**config.mk**
```make
export PLATFORM = sky130hd
export DESIGN_NAME = tap_player
export DESIGN_NICKNAME = d
export VERILOG_FILES = /design/src/rtl/oric_tape_pkg.sv /design/src/rtl/tape_fifo.sv /design/src/rtl/tap_player.sv
export SDC_FILE = /design/constraint.sdc
export NUM_CORES = 1
export LEC_CHECK = 0
export CORE_MARGIN = 2
export CORE_UTILIZATION = 50
export CTS_CLUSTER_DIAMETER = 80
export DETAILED_ROUTE_END_ITERATION = 12
export PLACE_DENSITY = 0.75
export SLEW_MARGIN = 0
export SYNTH_ARGS = -nofsm -noshare
export SYNTH_HDL_FRONTEND = slang
export SYNTH_SLANG_ARGS = --single-unit
```
**constraint.sdc**
```tcl
create_clock -name clk_sys -period 4.1 [get_ports clk_sys]
set_input_delay 0.82 -clock clk_sys [delete_from_list [all_inputs] [get_ports clk_sys]]
set_output_delay 0.82 -clock clk_sys [all_outputs]
set_load 0.01 [all_outputs]
```
**src/rtl/oric_tape_pkg.sv**
```systemverilog
// Shared types and constants for the Oric TAP cassette player.
package oric_tape_pkg;

  typedef enum logic [2:0] {
    IDLE,
    LOAD,
    START,
    DATA,
    PARITY,
    STOP
  } tap_state_t;

  typedef enum logic {
    PH_HIGH,
    PH_LOW
  } cell_phase_t;

  localparam int STOP_CELLS = 4;
  localparam int DATA_BITS  = 8;

  // Number of clk_sys cycles in one timing unit.
  function automatic int unit_cycles(input int clk_hz, input int unit_us);
    return clk_hz / 1000000 * unit_us;
  endfunction

endpackage

```
**src/rtl/tape_fifo.sv**
```systemverilog
// Single-clock byte FIFO with show-ahead output and a flush that keeps a same-cycle write.
module tape_fifo #(
  parameter int AW = 4
) (
  input  logic          clk,
  input  logic          rst_n,
  input  logic          flush,
  input  logic          wr,
  input  logic [7:0]    din,
  input  logic          rd,
  output logic [7:0]    dout,
  output logic [AW:0]   level,
  output logic          full,
  output logic          empty
);

  localparam int DEPTH = 2**AW;

  logic [7:0]    mem [DEPTH];
  logic [AW-1:0] wr_ptr;
  logic [AW-1:0] rd_ptr;
  logic          push;
  logic          pop;

  assign full  = (level == (AW+1)'(DEPTH));
  assign empty = (level == '0);
  assign push  = wr && (flush || !full);
  assign pop   = rd && !empty && !flush;
  assign dout  = mem[rd_ptr];

  // Storage array; a write during flush lands in slot 0 so it survives as the new head.
  always_ff @(posedge clk) begin
    if (push) mem[flush ? '0 : wr_ptr] <= din;
  end

  // Pointers and occupancy; flush empties the queue except for a simultaneous write.
  always_ff @(posedge clk or negedge rst_n) begin
    if (!rst_n) begin
      wr_ptr <= '0;
      rd_ptr <= '0;
      level  <= '0;
    end else if (flush) begin
      rd_ptr <= '0;
      wr_ptr <= AW'(push);
      level  <= (AW+1)'(push);
    end else begin
      if (push) wr_ptr <= wr_ptr + 1'b1;
      if (pop)  rd_ptr <= rd_ptr + 1'b1;
      case ({push, pop})
        2'b10:   level <= level + 1'b1;
        2'b01:   level <= level - 1'b1;
        default: level <= level;
      endcase
    end
  end

endmodule

```
**src/rtl/tap_player.sv**
```systemverilog
// Streams downloaded TAP bytes out as Oric fast-format cassette cells.
module tap_player
  import oric_tape_pkg::*;
#(
  parameter int CLK_HZ  = 24000000,
  parameter int UNIT_US = 208,
  parameter int FIFO_AW = 4
) (
  input  logic               clk_sys,
  input  logic               I_RESET,
  input  logic               ioctl_download,
  input  logic               ioctl_wr,
  input  logic [7:0]         ioctl_dout,
  output logic               ioctl_wait,
  input  logic               play,
  output logic               tape_out,
  output logic               busy,
  output logic               overflow,
  output logic [FIFO_AW:0]   fifo_level
);

  localparam int UNIT_CYC = unit_cycles(CLK_HZ, UNIT_US);
  localparam int TIMER_W  = $clog2(UNIT_CYC + 1);
  localparam int DEPTH    = 2**FIFO_AW;

  localparam logic [TIMER_W-1:0] TIMER_LAST = TIMER_W'(UNIT_CYC - 1);
  localparam logic [FIFO_AW:0]   WAIT_LEVEL = (FIFO_AW+1)'(DEPTH - 2);
  localparam logic [2:0]         LAST_DATA  = 3'(DATA_BITS - 1);
  localparam logic [2:0]         LAST_STOP  = 3'(STOP_CELLS - 1);

  tap_state_t          state, state_next;
  cell_phase_t         phase;
  logic [TIMER_W-1:0]  timer;
  logic                low_cnt;
  logic [2:0]          bit_cnt;
  logic [7:0]          shift_reg;
  logic                parity_bit;
  logic                dl_q;
  logic                dl_rise;
  logic                fifo_rd;
  logic [7:0]          fifo_dout;
  logic                fifo_full;
  logic                fifo_empty;
  logic                in_cell;
  logic                unit_end;
  logic                cell_bit;
  logic                cell_done;

  assign dl_rise   = ioctl_download && !dl_q;
  assign in_cell   = state inside {START, DATA, PARITY, STOP};
  assign unit_end  = in_cell && play && (timer == TIMER_LAST);
  assign cell_done = unit_end && (phase == PH_LOW) && (cell_bit || low_cnt);
  assign tape_out  = in_cell && (phase == PH_HIGH);
  assign busy      = (state != IDLE) || !fifo_empty;

  tape_fifo #(.AW(FIFO_AW)) u_fifo (
    .clk   (clk_sys),
    .rst_n (I_RESET),
    .flush (dl_rise),
    .wr    (ioctl_wr),
    .din   (ioctl_dout),
    .rd    (fifo_rd),
    .dout  (fifo_dout),
    .level (fifo_level),
    .full  (fifo_full),
    .empty (fifo_empty)
  );

  // Bit value carried by the cell currently being emitted.
  always_comb begin
    cell_bit = 1'b1;
    case (state)
      START:   cell_bit = 1'b0;
      DATA:    cell_bit = shift_reg[0];
      PARITY:  cell_bit = parity_bit;
      default: cell_bit = 1'b1;
    endcase
  end

  // Download edge detector, sticky overflow flag and registered backpressure.
  always_ff @(posedge clk_sys or negedge I_RESET) begin
    if (!I_RESET) begin
      dl_q       <= 1'b0;
      overflow   <= 1'b0;
      ioctl_wait <= 1'b0;
    end else begin
      dl_q       <= ioctl_download;
      ioctl_wait <= (fifo_level >= WAIT_LEVEL);
      if (dl_rise)
        overflow <= 1'b0;
      else if (ioctl_wr && fifo_full)
        overflow <= 1'b1;
    end
  end

  // Serialiser state register.
  always_ff @(posedge clk_sys or negedge I_RESET) begin
    if (!I_RESET) state <= IDLE;
    else          state <= state_next;
  end

  // Frame sequencing; a new download aborts everything back to IDLE.
  always_comb begin
    state_next = state;
    fifo_rd    = 1'b0;
    case (state)
      IDLE:    if (!fifo_empty) state_next = LOAD;
      LOAD: begin
        fifo_rd    = 1'b1;
        state_next = START;
      end
      START:   if (cell_done) state_next = DATA;
      DATA:    if (cell_done && bit_cnt == LAST_DATA) state_next = PARITY;
      PARITY:  if (cell_done) state_next = STOP;
      STOP:    if (cell_done && bit_cnt == LAST_STOP) state_next = fifo_empty ? IDLE : LOAD;
      default: state_next = IDLE;
    endcase
    if (dl_rise) begin
      state_next = IDLE;
      fifo_rd    = 1'b0;
    end
  end

  // Cell timer, phase tracking, bit counters and the byte shift register.
  always_ff @(posedge clk_sys or negedge I_RESET) begin
    if (!I_RESET) begin
      timer      <= '0;
      phase      <= PH_HIGH;
      low_cnt    <= 1'b0;
      bit_cnt    <= '0;
      shift_reg  <= '0;
      parity_bit <= 1'b0;
    end else if (dl_rise) begin
      timer      <= '0;
      phase      <= PH_HIGH;
      low_cnt    <= 1'b0;
      bit_cnt    <= '0;
    end else if (state == LOAD) begin
      shift_reg  <= fifo_dout;
      parity_bit <= ~^fifo_dout;
      timer      <= '0;
      phase      <= PH_HIGH;
      low_cnt    <= 1'b0;
      bit_cnt    <= '0;
    end else if (unit_end) begin
      timer <= '0;
      if (phase == PH_HIGH) begin
        phase   <= PH_LOW;
        low_cnt <= 1'b0;
      end else if (cell_done) begin
        phase   <= PH_HIGH;
        low_cnt <= 1'b0;
        if (state == DATA) begin
          shift_reg <= shift_reg >> 1;
          bit_cnt   <= (bit_cnt == LAST_DATA) ? 3'd0 : bit_cnt + 1'b1;
        end else if (state == STOP) begin
          bit_cnt   <= bit_cnt + 1'b1;
        end
      end else begin
        low_cnt <= 1'b1;
      end
    end else if (in_cell && play) begin
      timer <= timer + 1'b1;
    end
  end

endmodule

```
Word level (Yosys, flattened, before mapping) --
Memory sizes are Yosys's and may differ from the RTL's. Index checks and enable logic that the tools add are counted. W data, S select, Z words.
Word-level totals: output and inout bits 9, memories kept 1, RAM bits 128, register bits 46
Memories:
- u_fifo.mem | depth 16, width 8, rd ports 1, clocked after memory_dff 0, write ports 1, RTL line tape_fifo.sv:19 | logic [7:0] mem [DEPTH];
Cells by class: $lt $le $gt $ge 1, equality and inequality tests 16, reductions and logical operators 41, bitwise operators 2, mux-type cells 48, add/subtract/negate cells 6
Operators with widths (number):
- $mux W13 | 4
- $mux W3 | 14
- $mux W8 | 5
- $mux W4 | 5
- $pmux W3 S6 | 1
- $mux W1 | 16
- $reduce_bool A3 Y1 | 5
- $reduce_bool A2 Y1 | 7
- $add A13 B1 Y13 const B | 1
- $eq A13 B13 Y1 const B | 1
- $logic_and A1 B1 Y1 | 12
- $ne A3 B2 Y1 const B | 4
- $reduce_bool A4 Y1 | 3
- $pmux W5 S2 | 1
- $reduce_and A5 Y1 | 2
- $eq A3 B2 Y1 const B | 3
- $eq A3 B3 Y1 const B | 3
- $add A4 B1 Y4 const B | 2
- $reduce_xnor A8 Y1 | 1
- $add A5 B1 Y5 const B | 1
- $eq A5 B5 Y1 const B | 1
- $ge A5 B4 Y1 const B | 1
- $logic_not A5 Y1 | 1
- $mux W5 | 1
- other kinds (13) | 19

Depth between registers and ports, before layout --
depth in word-level cells 11, mapped depth 11

Cells and area by module --
Synthesis repeated with hierarchy kept, for this count alone.
Second synthesis, totals: cells, all modules 566, area total of the unflattened synthesis 7907.6 µm²
Modules (own cells, without submodules):
- tape_fifo | cells each 361, instances 1, area each 5953.2 µm², seq. area each 4169.0 µm²
- tap_player | cells each 205, instances 1, area each 1954.4 µm², seq. area each 825.8 µm²

Worst setup path before layout --
No wires, ideal clock.
path type input-to-reg, from in ioctl_download, to reg u_fifo.level[4], path slack 1.359 ns, library setup time 0.078 ns, data required time 4.022 ns, arrival 2.662 ns, cell stages on the path 10, cell sequence nand2b_1 nand2_1 nor3b_4 xnor2_1 ha_1 or3_1 a21oi_1 a21oi_1 or3_1 a21oi_1
On the way: cells in the longest elaborated chain, start to end 7, elaborated cells between the ends (all ways) 12, classes of those cells eq/ne: 2; mux: 3; reduce/logical: 7
RTL lines:
- from (decl) | RTL line tap_player.sv:11 | input logic ioctl_download,
- $logic_and A1 B1 Y1 * | RTL line tap_player.sv:49 | assign dl_rise = ioctl_download && !dl_q;
- $mux W1 | RTL line tap_player.sv:118 | if (dl_rise) begin
- $logic_and A1 B1 Y1 (2 in a row) | RTL line tape_fifo.sv:28 | assign pop = rd && !empty && !flush;
- $eq A2 B1 Y1 or $eq A2 B2 Y1 (tied branches) | RTL line tape_fifo.sv:49 | case ({push, pop})
- $pmux W5 S2 | RTL line tape_fifo.sv:49
- $mux W5 | RTL line tape_fifo.sv:42 | end else if (flush) begin
- to (signal assigned) | RTL line tape_fifo.sv:45 | level <= (AW+1)'(push);
- to (signal assigned) | RTL line tape_fifo.sv:50 | 2'b10: level <= level + 1'b1;
- to (signal assigned) | RTL line tape_fifo.sv:51 | 2'b01: level <= level - 1'b1;
- to (decl) | RTL line tape_fifo.sv:12 | output logic [AW:0] level,
Every way passes the cells marked *; elsewhere a longest branch is shown, timed or not. A chain may end at the register's enable or synchronous reset.

Worst setup path in the final report --
from reg u_fifo.level[1], to out busy
On the way: cells in the longest elaborated chain, start to end 3
RTL lines:
- $logic_not A5 Y1 | RTL line tape_fifo.sv:26 | assign empty = (level == '0);
- $logic_not A1 Y1 | RTL line tap_player.sv:54 | assign busy = (state != IDLE) || !fifo_empty;
- $logic_or A1 B1 Y1 | RTL line tap_player.sv:54
- to (decl) | RTL line tap_player.sv:17 | output logic busy,
No other way between the ends.

==> run metrics <==
post-place setup slack 0.5802 ns; number of setup buffers added after CTS 0; final WL 14,280 microns; Rows 44; layout cell share with drive strength beyond 1 14.88%; Hold Worst Slack 0.4941 ns; largest net degree at the start of global routing 47; Fin Clk Skew 0.009878 ns; Slew headroom 18.07%; Post-synth ARST share 26.44%; core area 14,530 sq um; crit path launch type flop; RSZ-0062 raised after global routing false; GRT Resource Usage Total 19.14%; Die Area 15,920 sq um; Int Pwr 3.651 mW; placed instance area 7821 sq um; initial antenna violation count 0; Fill cells 1,143; CTS tree done; # setup viols final 0; DRC violation count after routing 0; Hold Fails Final Rpt 0; TritonCTS buffer count 17; hold_sp shift_reg[5]; Reg area 4996 sq um; Slew Viols, Final 0; GRT met2 Usage 30.55%; Seq cells post-synth 174; Skew-Pair Late Insertion Delay 0.43 ns; final setup margin 0.7840 ns; Antenna Cells 0; HPWL Detailed 9192 microns; Placed Instances 683; Worst R2R Setup Slack 1.14 ns; drt pass-1 iters 5; syn nets 517; H-tree lvl count 4; max reg flops 128; leak pwr 2.914 nW; Worst Hold Class reg -> reg; vias in the first global route 4,278; period utilization 80.88%; reg2reg end u_fifo.level[4]; Max clock buf depth 2; Post-synth top flop edfxtp_1; met3 Use GR 5.268%; clock-pin slew on the worst setup and hold paths 0.07 ns; RR Startpoint state[0]; sequential element share of the synthesized area 66.95%; mean area per synthesized cell 15.07 sq um; DIE WIDTH 126.2 microns; I/O Pins 22; Unique masters post-synth 48; peak supply drop 0.0003873 V; WP data required 3.28 ns; layout net count 540; Syn Std Cell Area 7461 sq um; worst hold path depth 2; layer with the highest usage met2; Syn. warnings 0; post_cts resized 0; routed vias 4,195; P_sw 1.621 mW; fin cells 715; slew at the pin closest to its max-slew limit 1.220 ns; CP Capture Type output port; max_cap viols 0; area of the multi-input gates 2326 sq um; TNS Setup 0 ns; M1 GR Usage 25.91%; RePlAce Congestion 0.8243; antenna-violating nets left 0; Initial Utilization 51.33%; final instance area 8407 sq um; grt total ovfl 0; fmax 0.3016 GHz; run status complete, no violations; Seq pwr share 43.0%; Comb pwr share 26.6%; Tmin final 3.316 ns; Initial DRC Count 423; CP Class reg -> out; Post-synth EDFFs 128; first-pass GRT wire length 23,080 microns; critical path arrival 2.50 ns; Die Y 126.2 microns; Synth Instances 495; Port Buffer Count 21; Worst Path Max Fanout 7; hold_buf cts 0; Clk pwr share 30.4%; Sw Share 30.74%; WL per Instance 19.97 microns; Area growth, synth to finish 12.68%; CTS Sinks 174; clock root cell clkbuf_16; Register-to-Register Path Depth 11; vias per cell 5.867; hold endpoint shift_reg[5]; PwrDens 627.0 nW/um^2
[final cells by class]
type,count,area share [%]
sequential,174,59.43
multi-input combinational,293,27.67
clock buffer,18,5.105
timing repair buffer,27,2.977
tap,184,2.739
clock inverter,14,1.860
inverter,5,0.2232
[cells in the mapped netlist (3+ instances only)]
library cell,n,area [sq um]
edfxtp_1,128,3844
nor2_1,55,206.5
dfrtp_1,46,1151
nand2_1,39,146.4
mux4_2,32,720.7
a22oi_1,18,135.1
xnor2_1,17,148.9
nand3_1,15,75.07
a21oi_1,14,70.07
mux2i_1,12,120.1
xor2_1,12,105.1
o21ai_1,11,55.05
clkbuf_1,10,37.54
ha_1,9,112.6
nand2b_1,7,43.79
a31oi_1,5,31.28
nor2b_1,5,31.28
nor3_1,5,25.02
buf_1,4,15.01
buf_2,4,20.02
inv_1,4,15.01
o21ai_0,4,20.02
and2_1,3,18.77
buf_6,3,33.78
nand4_1,3,18.77
or3_1,3,18.77
[metrics by stage]
stage	util (%)	total power [mW]
floorplan	-	3.318
global placement	53.81	3.670
detailed placement	53.81	3.717
finish	57.84	5.271
global route	57.84	5.530
CTS	57.84	5.312
[logic make-up (layout without fill, tap and decap cells)]
| kind of cell | after synthesis | count (layout) | share of synthesized area, % |
|---|---|---|---|
| compound gates | 62 | 62 | 5.383 |
| flops | 174 | 174 | 66.95 |
| mux | 44 | 44 | 11.27 |
| buf+inv | 28 | 64 | 1.878 |
| xor+xnor | 29 | 29 | 3.404 |
| fa+ha+maj | 9 | 9 | 1.509 |
| simple gates | 149 | 149 | 9.609 |
[per-layer routing]
| metal | up-vias | wire length (microns) |
|---|---|---|
| met5 | - | 0 |
| met4 | 0 | 268 |
| met3 | 15 | 820 |
| met2 | 107 | 7212 |
| met1 | 2149 | 5977 |
| li1 | 1924 | - |
[critical path, stage by stage, from the launching register on]
cell,delay (ns)
dfrtp_1,0.48
nor4_4,0.42
nand2b_1,0.25
or4_1,0.44
clkdlybuf4s50_1,0.48
[worst max-delay path by stage]
stage                            end             from  cells after the start  slack [ns]
floorplan            u_fifo.level[4]   ioctl_download                     10        1.36
global placement     u_fifo.level[4]   ioctl_download                     11        0.74
global route                    busy  u_fifo.level[1]                      4        0.64
detailed placement  u_fifo.mem[4][7]         ioctl_wr                      5        0.58
CTS                             busy  u_fifo.level[1]                      4        0.75
finish                          busy  u_fifo.level[1]                      4        0.78
[power groups by stage]
stage	clock network (mW)	registers, mW	logic, mW
2_1_floorplan	0	2.21	1.11
3_3_place_gp	0	2.29	1.38
3_5_place_dp	0	2.30	1.41
4_1_cts	1.62	2.27	1.42
5_1_grt	1.69	2.30	1.54
6_report	1.60	2.27	1.40
[layout by cell type (no fill, tap or decap), types with 5 or more instances in the layout]
master           instances
nand3_1                 15
inv_6                    5
clkbuf_16               17
a21oi_1                 14
a31oi_1                  5
nand2_1                 39
xnor2_1                 17
nor2b_1                  5
ha_1                     9
xor2_1                  12
nand2b_1                 7
buf_4                    6
a22oi_1                 18
edfxtp_1               128
nor2_1                  55
o21ai_1                 11
mux2i_1                 12
dfrtp_1                 45
nor3_1                   5
clkdlybuf4s50_1         20
mux4_2                  32
Power figures use the tool's default switching activity.
